===== config.mk =====
export PLATFORM = sky130hd
export DESIGN_NAME = vga_pattern_gen
export DESIGN_NICKNAME = d
export VERILOG_FILES = /design/src/rtl/vga_pkg.sv /design/src/rtl/vga_timing_core.sv /design/src/rtl/vga_pattern_gen.sv
export SDC_FILE = /design/constraint.sdc
export NUM_CORES = 1
export LEC_CHECK = 0
export ABC_CLOCK_PERIOD_IN_PS = 3200
export BUFFER_PORTS_ARGS = -buffer_cell sky130_fd_sc_hd__buf_2
export CAP_MARGIN = 0
export CELL_PAD_IN_SITES_DETAIL_PLACEMENT = 1
export CELL_PAD_IN_SITES_GLOBAL_PLACEMENT = 2
export CORE_MARGIN = 2
export CORE_UTILIZATION = 30
export DETAILED_ROUTE_END_ITERATION = 8
export GPL_TIMING_DRIVEN = 0
export PLACE_DENSITY = 0.75
export SKIP_LAST_GASP = 1
export SYNTH_ARGS = -nofsm -noshare
export SYNTH_HDL_FRONTEND = slang
export SYNTH_HIERARCHICAL = 1
export SYNTH_SLANG_ARGS = --single-unit

===== constraint.sdc =====
create_clock -name clk -period 3.2 [get_ports clk]
set_clock_uncertainty 0.15 [all_clocks]
set_input_delay 0.16 -clock clk [delete_from_list [all_inputs] [get_ports clk]]
set_output_delay 0.16 -clock clk [all_outputs]
set_load 0.05 [all_outputs]

===== src/rtl/vga_pkg.sv =====
// Shared definitions for the VGA pattern generator.
// Holds the pattern mode encodings, the 640x480@60 default timing constants,
// the counter widths and the colour-bar table (one bit per channel, {R,G,B}).
package vga_pkg;

  typedef enum logic [1:0] {
    MODE_EXT   = 2'd0,
    MODE_BARS  = 2'd1,
    MODE_CHECK = 2'd2,
    MODE_SOLID = 2'd3
  } mode_t;

  localparam int H_CNT_W      = 11;
  localparam int V_CNT_W      = 10;

  localparam int DEF_CLK_DIV  = 2;
  localparam int DEF_H_ACTIVE = 640;
  localparam int DEF_H_FP     = 16;
  localparam int DEF_H_SYNC   = 96;
  localparam int DEF_H_BP     = 48;
  localparam int DEF_V_ACTIVE = 480;
  localparam int DEF_V_FP     = 10;
  localparam int DEF_V_SYNC   = 2;
  localparam int DEF_V_BP     = 33;

  // Colour bars left to right: white, yellow, cyan, green, magenta, red, blue, black.
  function automatic logic [2:0] bar_color(input logic [2:0] idx);
    logic [2:0] c;
    case (idx)
      3'd0:    c = 3'b111;
      3'd1:    c = 3'b110;
      3'd2:    c = 3'b011;
      3'd3:    c = 3'b010;
      3'd4:    c = 3'b101;
      3'd5:    c = 3'b100;
      3'd6:    c = 3'b001;
      default: c = 3'b000;
    endcase
    return c;
  endfunction

endpackage


===== src/rtl/vga_timing_core.sv =====
// VGA timing core: pixel-clock divider, h/v scan counters, raw sync/de
// decode and frame bookkeeping.
// Ports:
//   clk, rst            system clock, synchronous active-high reset
//   pix_ce              one-clk pixel enable (last divider phase)
//   pixel_clk           registered divided clock, rises with each pixel update
//   h_cnt, v_cnt        scan position (stage 0)
//   hsync_raw/vsync_raw sync levels decoded from the counters
//   de_raw              active-video flag decoded from the counters
//   frame_start         1-clk pulse in the cycle the counters wrap to (0,0)
//   frame_cnt           frames since reset (wrapping)
module vga_timing_core import vga_pkg::*; #(
  parameter int   CLK_DIV  = DEF_CLK_DIV,
  parameter int   H_ACTIVE = DEF_H_ACTIVE,
  parameter int   H_FP     = DEF_H_FP,
  parameter int   H_SYNC   = DEF_H_SYNC,
  parameter int   H_BP     = DEF_H_BP,
  parameter int   V_ACTIVE = DEF_V_ACTIVE,
  parameter int   V_FP     = DEF_V_FP,
  parameter int   V_SYNC   = DEF_V_SYNC,
  parameter int   V_BP     = DEF_V_BP,
  parameter logic H_POL    = 1'b0,
  parameter logic V_POL    = 1'b0
) (
  input  logic               clk,
  input  logic               rst,
  output logic               pix_ce,
  output logic               pixel_clk,
  output logic [H_CNT_W-1:0] h_cnt,
  output logic [V_CNT_W-1:0] v_cnt,
  output logic               hsync_raw,
  output logic               vsync_raw,
  output logic               de_raw,
  output logic               frame_start,
  output logic [15:0]        frame_cnt
);

  localparam int H_TOTAL = H_ACTIVE + H_FP + H_SYNC + H_BP;
  localparam int V_TOTAL = V_ACTIVE + V_FP + V_SYNC + V_BP;
  localparam int DIV_W   = $clog2(CLK_DIV);

  localparam logic [DIV_W-1:0]   DIV_LAST = DIV_W'(CLK_DIV - 1);
  localparam logic [DIV_W-1:0]   DIV_HALF = DIV_W'(CLK_DIV / 2);
  localparam logic [H_CNT_W-1:0] H_LAST   = H_CNT_W'(H_TOTAL - 1);
  localparam logic [H_CNT_W-1:0] H_ACT    = H_CNT_W'(H_ACTIVE);
  localparam logic [H_CNT_W-1:0] HS_BEG   = H_CNT_W'(H_ACTIVE + H_FP);
  localparam logic [H_CNT_W-1:0] HS_END   = H_CNT_W'(H_ACTIVE + H_FP + H_SYNC);
  localparam logic [V_CNT_W-1:0] V_LAST   = V_CNT_W'(V_TOTAL - 1);
  localparam logic [V_CNT_W-1:0] V_ACT    = V_CNT_W'(V_ACTIVE);
  localparam logic [V_CNT_W-1:0] VS_BEG   = V_CNT_W'(V_ACTIVE + V_FP);
  localparam logic [V_CNT_W-1:0] VS_END   = V_CNT_W'(V_ACTIVE + V_FP + V_SYNC);

  if (CLK_DIV < 2 || (CLK_DIV % 2) != 0) begin : g_bad_div
    $error("vga_timing_core: CLK_DIV must be even and >= 2");
  end
  if (H_TOTAL > (1 << H_CNT_W)) begin : g_bad_h
    $error("vga_timing_core: horizontal total does not fit h_cnt");
  end
  if (V_TOTAL > (1 << V_CNT_W)) begin : g_bad_v
    $error("vga_timing_core: vertical total does not fit v_cnt");
  end

  logic [DIV_W-1:0] div_cnt;
  logic [DIV_W-1:0] div_next;
  logic             frame_wrap;

  assign pix_ce     = (div_cnt == DIV_LAST);
  assign div_next   = pix_ce ? {DIV_W{1'b0}} : div_cnt + DIV_W'(1);
  assign frame_wrap = pix_ce && (h_cnt == H_LAST) && (v_cnt == V_LAST);

  assign hsync_raw  = (h_cnt >= HS_BEG && h_cnt < HS_END) ? H_POL : ~H_POL;
  assign vsync_raw  = (v_cnt >= VS_BEG && v_cnt < VS_END) ? V_POL : ~V_POL;
  assign de_raw     = (h_cnt < H_ACT) && (v_cnt < V_ACT);

  // Divider, scan counters and frame bookkeeping.
  // pixel_clk is derived from the next divider value so it rises on the
  // same edge that advances the counters and the output pipeline.
  always_ff @(posedge clk) begin
    if (rst) begin
      div_cnt     <= {DIV_W{1'b0}};
      pixel_clk   <= 1'b0;
      h_cnt       <= {H_CNT_W{1'b0}};
      v_cnt       <= {V_CNT_W{1'b0}};
      frame_start <= 1'b0;
      frame_cnt   <= 16'd0;
    end else begin
      div_cnt     <= div_next;
      pixel_clk   <= (div_next < DIV_HALF);
      frame_start <= frame_wrap;
      if (frame_wrap) begin
        frame_cnt <= frame_cnt + 16'd1;
      end
      if (pix_ce) begin
        if (h_cnt == H_LAST) begin
          h_cnt <= {H_CNT_W{1'b0}};
          v_cnt <= (v_cnt == V_LAST) ? {V_CNT_W{1'b0}} : v_cnt + V_CNT_W'(1);
        end else begin
          h_cnt <= h_cnt + H_CNT_W'(1);
        end
      end
    end
  end

endmodule


===== src/rtl/vga_pattern_gen.sv =====
// VGA pattern generator with programmable timing.
// Each frame shows one of: external pixels, colour bars, checkerboard or a
// solid colour. The source is chosen by 'mode', captured once per frame.
// Ports:
//   clk, rst           system clock, synchronous active-high reset
//   mode               0 external, 1 colour bars, 2 checker, 3 solid
//   solid_rgb          colour for solid mode {R,G,B}
//   pix_rgb            external pixel, valid one pixel after pix_req
//   pix_req/pix_x/pix_y external pixel request and its coordinate
//   pixel_clk          divided clock for the DAC
//   vga_sync_h/_v/_de  aligned sync and data-enable pins
//   vga_rgb            pixel colour, zero outside active video
//   frame_start        1-clk pulse when the scan wraps to (0,0)
//   frame_cnt          frames since reset
module vga_pattern_gen import vga_pkg::*; #(
  parameter int   CLK_DIV    = DEF_CLK_DIV,
  parameter int   COLOR_W    = 2,
  parameter int   H_ACTIVE   = DEF_H_ACTIVE,
  parameter int   H_FP       = DEF_H_FP,
  parameter int   H_SYNC     = DEF_H_SYNC,
  parameter int   H_BP       = DEF_H_BP,
  parameter int   V_ACTIVE   = DEF_V_ACTIVE,
  parameter int   V_FP       = DEF_V_FP,
  parameter int   V_SYNC     = DEF_V_SYNC,
  parameter int   V_BP       = DEF_V_BP,
  parameter logic H_POL      = 1'b0,
  parameter logic V_POL      = 1'b0,
  parameter int   CHECK_LOG2 = 5
) (
  input  logic                 clk,
  input  logic                 rst,
  input  logic [1:0]           mode,
  input  logic [3*COLOR_W-1:0] solid_rgb,
  input  logic [3*COLOR_W-1:0] pix_rgb,
  output logic                 pix_req,
  output logic [H_CNT_W-1:0]   pix_x,
  output logic [V_CNT_W-1:0]   pix_y,
  output logic                 pixel_clk,
  output logic                 vga_sync_h,
  output logic                 vga_sync_v,
  output logic                 vga_de,
  output logic [3*COLOR_W-1:0] vga_rgb,
  output logic                 frame_start,
  output logic [15:0]          frame_cnt
);

  localparam int RGB_W = 3 * COLOR_W;

  if (CHECK_LOG2 >= V_CNT_W) begin : g_bad_check
    $error("vga_pattern_gen: CHECK_LOG2 exceeds the coordinate width");
  end

  logic               pix_ce;
  logic [H_CNT_W-1:0] h_cnt;
  logic [V_CNT_W-1:0] v_cnt;
  logic               hsync_raw;
  logic               vsync_raw;
  logic               de_raw;

  vga_timing_core #(
    .CLK_DIV  (CLK_DIV),
    .H_ACTIVE (H_ACTIVE),
    .H_FP     (H_FP),
    .H_SYNC   (H_SYNC),
    .H_BP     (H_BP),
    .V_ACTIVE (V_ACTIVE),
    .V_FP     (V_FP),
    .V_SYNC   (V_SYNC),
    .V_BP     (V_BP),
    .H_POL    (H_POL),
    .V_POL    (V_POL)
  ) u_timing (
    .clk         (clk),
    .rst         (rst),
    .pix_ce      (pix_ce),
    .pixel_clk   (pixel_clk),
    .h_cnt       (h_cnt),
    .v_cnt       (v_cnt),
    .hsync_raw   (hsync_raw),
    .vsync_raw   (vsync_raw),
    .de_raw      (de_raw),
    .frame_start (frame_start),
    .frame_cnt   (frame_cnt)
  );

  // Widen a one-bit-per-channel colour to full channel depth.
  function automatic logic [RGB_W-1:0] expand_rgb(input logic [2:0] c);
    return {{COLOR_W{c[2]}}, {COLOR_W{c[1]}}, {COLOR_W{c[0]}}};
  endfunction

  mode_t        frame_mode;
  logic         hs_s1;
  logic         vs_s1;
  logic         de_s1;
  logic [2:0]   bar_idx;
  logic [RGB_W-1:0] pattern_rgb;

  // Bar index = number of bar boundaries at or left of x (constant compares).
  always_comb begin
    bar_idx = 3'd0;
    for (int b = 1; b < 8; b++) begin
      bar_idx = bar_idx + {2'b00, (pix_x >= H_CNT_W'(b * H_ACTIVE / 8))};
    end
  end

  // Pattern source for the stage-1 pixel.
  always_comb begin
    pattern_rgb = {RGB_W{1'b0}};
    case (frame_mode)
      MODE_EXT:   pattern_rgb = pix_rgb;
      MODE_BARS:  pattern_rgb = expand_rgb(bar_color(bar_idx));
      MODE_CHECK: pattern_rgb = (pix_x[CHECK_LOG2] ^ pix_y[CHECK_LOG2]) ?
                                {RGB_W{1'b1}} : {RGB_W{1'b0}};
      MODE_SOLID: pattern_rgb = solid_rgb;
      default:    pattern_rgb = {RGB_W{1'b0}};
    endcase
  end

  // Mode latch and two-stage output pipeline. Mode is captured only while
  // the counters sit on (0,0), so the pixel entering stage 1 on that edge
  // is the first to be rendered with the new source.
  always_ff @(posedge clk) begin
    if (rst) begin
      frame_mode <= MODE_BARS;
      pix_req    <= 1'b0;
      pix_x      <= {H_CNT_W{1'b0}};
      pix_y      <= {V_CNT_W{1'b0}};
      hs_s1      <= ~H_POL;
      vs_s1      <= ~V_POL;
      de_s1      <= 1'b0;
      vga_sync_h <= ~H_POL;
      vga_sync_v <= ~V_POL;
      vga_de     <= 1'b0;
      vga_rgb    <= {RGB_W{1'b0}};
    end else begin
      pix_req <= pix_ce && de_raw;
      if (pix_ce) begin
        if (h_cnt == {H_CNT_W{1'b0}} && v_cnt == {V_CNT_W{1'b0}}) begin
          frame_mode <= mode_t'(mode);
        end
        pix_x      <= h_cnt;
        pix_y      <= v_cnt;
        hs_s1      <= hsync_raw;
        vs_s1      <= vsync_raw;
        de_s1      <= de_raw;
        vga_sync_h <= hs_s1;
        vga_sync_v <= vs_s1;
        vga_de     <= de_s1;
        vga_rgb    <= de_s1 ? pattern_rgb : {RGB_W{1'b0}};
      end
    end
  end

endmodule


Word level (Yosys, flattened, before mapping)
Cells that the tools add are included.

Bits in registers: 76. Input bits: 16. Logic and storage cells: 75.

Add/sub/neg operators: 10. Order comparisons: 14. Equal/unequal tests: 11. Muxes and demuxes: 9. Bitwise gates (word level): 1. Reductions and logical operators: 13.

Operators with widths (number): 11-bit by 9-bit greater-or-equal comparator with 1-bit output (second input constant) (3); 6-bit one-hot mux with 4 select lines (1); 11-bit by 10-bit greater-or-equal comparator with 1-bit output (second input constant) (2); 11-bit by 8-bit greater-or-equal comparator with 1-bit output (second input constant) (2); 11-bit by 10-bit less-than comparator with 1-bit output (second input constant) (2); 3-bit one-hot mux with 7 select lines (1); 10-bit by 9-bit less-than comparator with 1-bit output (second input constant) (2); 16-bit by 1-bit adder with 16-bit output (second input constant) (1); 3-bit by 1-bit adder with 3-bit output (4); 6-bit two-way mux (2); 11-bit by 1-bit adder with 11-bit output (second input constant) (1); 11-bit by 10-bit equality test with 1-bit output (second input constant) (1); 11-bit by 7-bit greater-or-equal comparator with 1-bit output (second input constant) (1); 11-bit logical NOT (1); 11-bit two-way mux (1); 10-bit by 1-bit adder with 10-bit output (second input constant) (1); 10-bit equality test (second input constant) (1); 10-bit by 9-bit greater-or-equal comparator with 1-bit output (second input constant) (1); 10-bit logical NOT (1); 10-bit two-way mux (1); 3-bit equality test (second input constant) (3); 1-bit logical AND (7); 3-bit by 2-bit equality test with 1-bit output (second input constant) (2); 2-bit equality test (second input constant) (2); 11 further kinds (14).

Longest topological paths before layout
Word-level depth: 11. Mapped depth: 12. Gate-level depth less buffers: 11.

By module
Netlist, hierarchy kept.

By module, submodules not included: vga_timing_core (instances 1, cells an instance 222, area each 1949.4 µm², seq. area each 800.8 µm²); vga_pattern_gen (instances 1, cells an instance 175, area each 1666.6 µm², seq. area each 720.7 µm²).

Worst setup path before layout
OpenSTA, ideal clock, no wires.

Path kind: register to register. From: register pix_x[8]. To: register vga_rgb[4]. Setup time: 70 ps. Arrival: 3602 ps. Setup slack: -622 ps. Cell stages (with the launch flop): 12. Buffers on the path: 0. Clock period less this slack: 3822 ps. Cells stage by stage: dfxtp_1 > or3_1 > nor3_1 > fa_1 > fa_1 > inv_1 > fa_1 > fa_1 > nor2b_1 > o21ai_0 > o311ai_0 > a21oi_1.

Word-level cells in the longest chain between the ends: 11. Elaborated cells on any way between the ends: 23.

Ends and longest elaborated chain: start, declared (RTL line vga_pattern_gen.sv:36) `output logic [H_CNT_W-1:0] pix_x,`; start signal, assigned (RTL line vga_pattern_gen.sv:126) `pix_x <= {H_CNT_W{1'b0}};`; start signal, assigned (RTL line vga_pattern_gen.sv:141) `pix_x <= h_cnt;`; 11-bit by 7-bit greater-or-equal comparator with 1-bit output / 11-bit by 8-bit greater-or-equal comparator with 1-bit output (equally long branches) (RTL line vga_pattern_gen.sv:102) `bar_idx = bar_idx + {2'b00, (pix_x >= H_CNT_W'(b * H_ACTIVE / 8))};`; 1-bit by 1-bit adder with 2-bit output (RTL line vga_pattern_gen.sv:102); 2-bit by 1-bit adder with 3-bit output (RTL line vga_pattern_gen.sv:102); 3-bit by 1-bit adder with 3-bit output (3 in a row) (RTL line vga_pattern_gen.sv:102); 3-bit by 1-bit adder with 3-bit output (*) (RTL line vga_pattern_gen.sv:102); 3-bit equality test (tied with other cells) (RTL line vga_pkg.sv:29) `case (idx)`; 3-bit one-hot mux with 7 select lines (*) (RTL line vga_pkg.sv:29); 6-bit one-hot mux with 4 select lines (*) (RTL line vga_pattern_gen.sv:109) `case (frame_mode)`; 6-bit two-way mux (*) (RTL line vga_pattern_gen.sv:149) `vga_rgb <= de_s1 ? pattern_rgb : {RGB_W{1'b0}};`; end signal, assigned (RTL line vga_pattern_gen.sv:134) `vga_rgb <= {RGB_W{1'b0}};`; end signal, assigned (RTL line vga_pattern_gen.sv:149); end, declared (RTL line vga_pattern_gen.sv:42) `output logic [3*COLOR_W-1:0] vga_rgb,`.

Mark *: on every way between the ends. The rest lies on a longest branch, timed or not. A chain may end at the register's enable or synchronous reset.

Worst setup path in the final report
From: register pix_x[10]. To: register vga_rgb[5].

The elaborated chain is that of the path after synthesis.

==> qor.csv <==
stage;metric;value;unit
worst_setup_path;CP Launch Type;register;
clocking;CTS clock-pin slew for the worst setup and hold paths;0.06;ns
worst_setup_path;Buffers & Inverters on Critical Path;1;
grt;largest net degree at the start of global routing;14;
placed_design;global placer's final weighted congestion;0.794;
sta;Relative slew margins;0.462;
yosys;Yosys top cell area share;0.421;
sta;worst slew pin tran;0.796;ns
floorplanning;die footprint;12900;µm²
clocking;clk_lat worst skew;0.33;ns
clocking;clk sinks;76;
drt;1st-pass router iterations;4;
worst_setup_path;critical path fanouts, max;3;
cells_and_area;n_diodes;0;
yosys;Syn Nets;423;
worst_setup_path;Worst EP required;3.26;ns
placed_design;HPWL Detailed;7100;µm
min_path;Worst Hold Class;input port to register;
clocking;Max clock buf depth;2;
status;outcome;finished, violations left;
clocking;H-tree depth;3;
pwr;Pwr Density;454;nW/µm²
flow_run;MaxCap Viol Count;0;
sta;f_max;293;MHz
grt;grt total ovfl;0;
clocking;total CTS buffers;9;
drt;drc violations;0;
grt;GRT Resource Usage Total;0.158;
yosys;synthesized flop and latch total;76;
grt;first-pass GRT wire length;16200;µm
sta;crit share post-route;1.07;
worst_setup_path;Crit Path Category;register to register;
yosys;dominant cells by area after synthesis;dfxtp_1, mux2i_1, nor2_1;
sta;RSZ-0062 raised after global routing;true;
yosys;Post-synth EDFFs;0;
floorplanning;chip height;114;µm
pwr;Worst VDD drop;219;µV
cells_and_area;layout cell share with drive strength beyond 1;0.248;
grt;initial antenna violation count;0;
worst_setup_path;Slowest cell on crit path;fa_1;
worst_setup_path;delay-heaviest family, CP;adder cells;
clocking;Root Buffer;clkbuf_16;
cells_and_area;Area Growth Syn to Fin;25.3;%
yosys;Syn Inst Count;397;
floorplanning;FP Rows;40;
sta;Final WS setup;-0.211;ns
pwr;Leak;1.86;nW
drt;vias;3165;
yosys;Most used DFF post-synth;dfxtp_1;
worst_setup_path;Critical Path Max Stage Delay;0.50;ns
yosys;Post-Syn Area;3620;µm²
yosys;Synth cell types;54;
cells_and_area;most frequent cells in the layout;dfxtp_1, buf_2, nor2_1;
drt;WL/cell;15.4;µm
worst_setup_path;most frequent CP cell;fa_1;
floorplanning;die width;114;µm
drt;Final ANT Viol Nets;0;
min_path;worst hold path stage count;3;
worst_setup_path;crit end category;register;
status;failing checks;setup timing;
placed_design;Port Buffers;64;
worst_setup_path;Critical Path AT;3.47;ns
floorplanning;core area;11900;µm²
pwr;total power;2.06;mW
drt;WL final;9730;µm
worst_setup_path;crit path cell chain;or3_4 -> nor3_4 -> fa_1 -> fa_1 -> inv_1 -> fa_2 -> fa_1 -> nor2b_4 -> o21ai_1 -> o311ai_1 -> a21oi_1;
yosys;sequential fraction of the synthesis area;0.421;
yosys;syn_area_per_cell;9.11;µm²
clocking;TritonCTS clock tree;built;
worst_setup_path;WP depth;11;
floorplanning;Initial Util;0.304;
yosys;Async SR Flop Fraction;0;
worst_setup_path;worst reg2reg path depth;11;
sta;setup violators final;4;
drt;vias per cell;5.02;
sta;Final Max Slew Viols;0;
drt;1st-iter DRT viols;129;
yosys;YS warnings;6;
cells_and_area;commonest non-fill, non-tap cell in the layout;dfxtp_1;
grt;vias in the first global route;3227;
floorplanning;boundary pin count;65;
sta;Fin. Hold Viols;0;
sta;post-route minimum period;3.41;ns
cells_and_area;Core Util, Final;0.380;
yosys;Synth area leader;dfxtp_1;
sta;TNS Setup;-0.797;ns
cells_and_area;Nets;505;
path summary, 6_finish.rpt:
| kind | start | endpoint | slack (ns) |
|---|---|---|---|
| max | pix_x[10]$_SDFFE_PP0P_ | vga_rgb[5]$_SDFFE_PP0P_ | -0.21 |
| min | pix_rgb[2] | vga_rgb[2]$_SDFFE_PP0P_ | 0.007 |
| max reg2reg | pix_x[10]$_SDFFE_PP0P_ | vga_rgb[5]$_SDFFE_PP0P_ | -0.21 |
| min reg2reg | hs_s1$_SDFFE_PP1P_ | vga_sync_h$_SDFFE_PP1P_ | 0.32 |
state kept, by name, summed over array words and instances, names as in the netlist, 2 cells and up:
signal / cells
pix_y: 10
u_timing/v_cnt: 10
pix_x: 11
vga_rgb: 6
frame_mode: 2
u_timing/h_cnt: 11
u_timing/frame_cnt: 16
worst min-delay path, delay by kind of cell:
kind	cells	cell delay, ns
buffers and inverters	1	0.09
AOI/OAI and AO/OA	2	0.21
Yosys cell counts, types with 2 or more instances:
library cell / n
buf_6: 2
nand2b_1: 10
nor2b_1: 15
or4_4: 2
nor4_4: 2
o311ai_0: 6
nand4_1: 14
and2_1: 4
clkbuf_1: 9
xor2_1: 15
ha_1: 6
nand2_1: 19
nor2_1: 49
nor4_1: 3
nor3b_1: 2
o21a_1: 2
xnor2_1: 12
mux2i_1: 23
a21oi_1: 17
buf_1: 3
nand3_1: 10
dfxtp_1: 76
nor4b_1: 3
inv_1: 12
o21ai_0: 13
and3_2: 2
buf_2: 3
a211o_1: 5
fa_1: 4
nor3_1: 22
or3_1: 4
and3_1: 6
cell families (layout without fill, tap and decap cells):
| logic type | count (synthesis) | count (layout) | synth area share |
|---|---|---|---|
| multiplexers | 24 | 24 | 0.0668 |
| adder cells (fa/ha/maj) | 10 | 10 | 0.0429 |
| buffers and inverters | 31 | 118 | 0.0412 |
| AND/OR/NAND/NOR | 177 | 177 | 0.269 |
| XOR/XNOR | 27 | 27 | 0.0654 |
| flip-flops | 76 | 76 | 0.421 |
| AO/OA/AOI/OAI | 52 | 52 | 0.0938 |
through the flow:
| step | setup slack (ns) | area [µm²] | std cells | hold WS (ns) |
|---|---|---|---|---|
| after floorplan | -0.138 | 3660 | 397 | 0.0933 |
| after global placement | -0.267 | 4160 | 608 | 0.276 |
| after detailed placement | -0.384 | 4160 | 608 | 0.277 |
| after CTS | -0.219 | 4510 | 630 | 0.00472 |
| after global routing | -0.348 | 4530 | 631 | 0.0196 |
| final | -0.211 | 4530 | 631 | 0.00693 |
repair_timing:
item | CTS | global route
hold buffers | 4 | 1
endpoints found under the setup margin | 6 | 6
gates resized for setup | 9 | 3
endpoints found under the hold margin | 4 | 1
setup buffers | 2 | 0
pin swaps | 9 | 3
metal layers:
metal | global-route usage | vias up | wire, µm
met2 | 0.265 | 62 | 4700
met1 | 0.200 | 1528 | 4550
met5 | 0 | - | 0
met3 | 0.0399 | 8 | 362
met4 | 0.0520 | 0 | 108
li1 | - | 1567 | -
power by group:
group | internal [mW] | total, mW | switching (mW)
Sequential | 0.958 | 0.973 | 0.0141
Clock | 0.543 | 0.947 | 0.403
Combinational | 0.0512 | 0.140 | 0.0883
layout make-up:
type / instances / area [µm²]
plain buffers: 19 / 105
clock buffers: 10 / 239
clock inverters: 6 / 38.8
fillers: 1434 / 7380
inverters: 12 / 45.0
multi-input cells: 290 / 2000
flip-flops and latches: 76 / 1540
well taps: 147 / 184
repair buffers: 71 / 385
No activity file was read; power rests on OpenSTA's default activity.
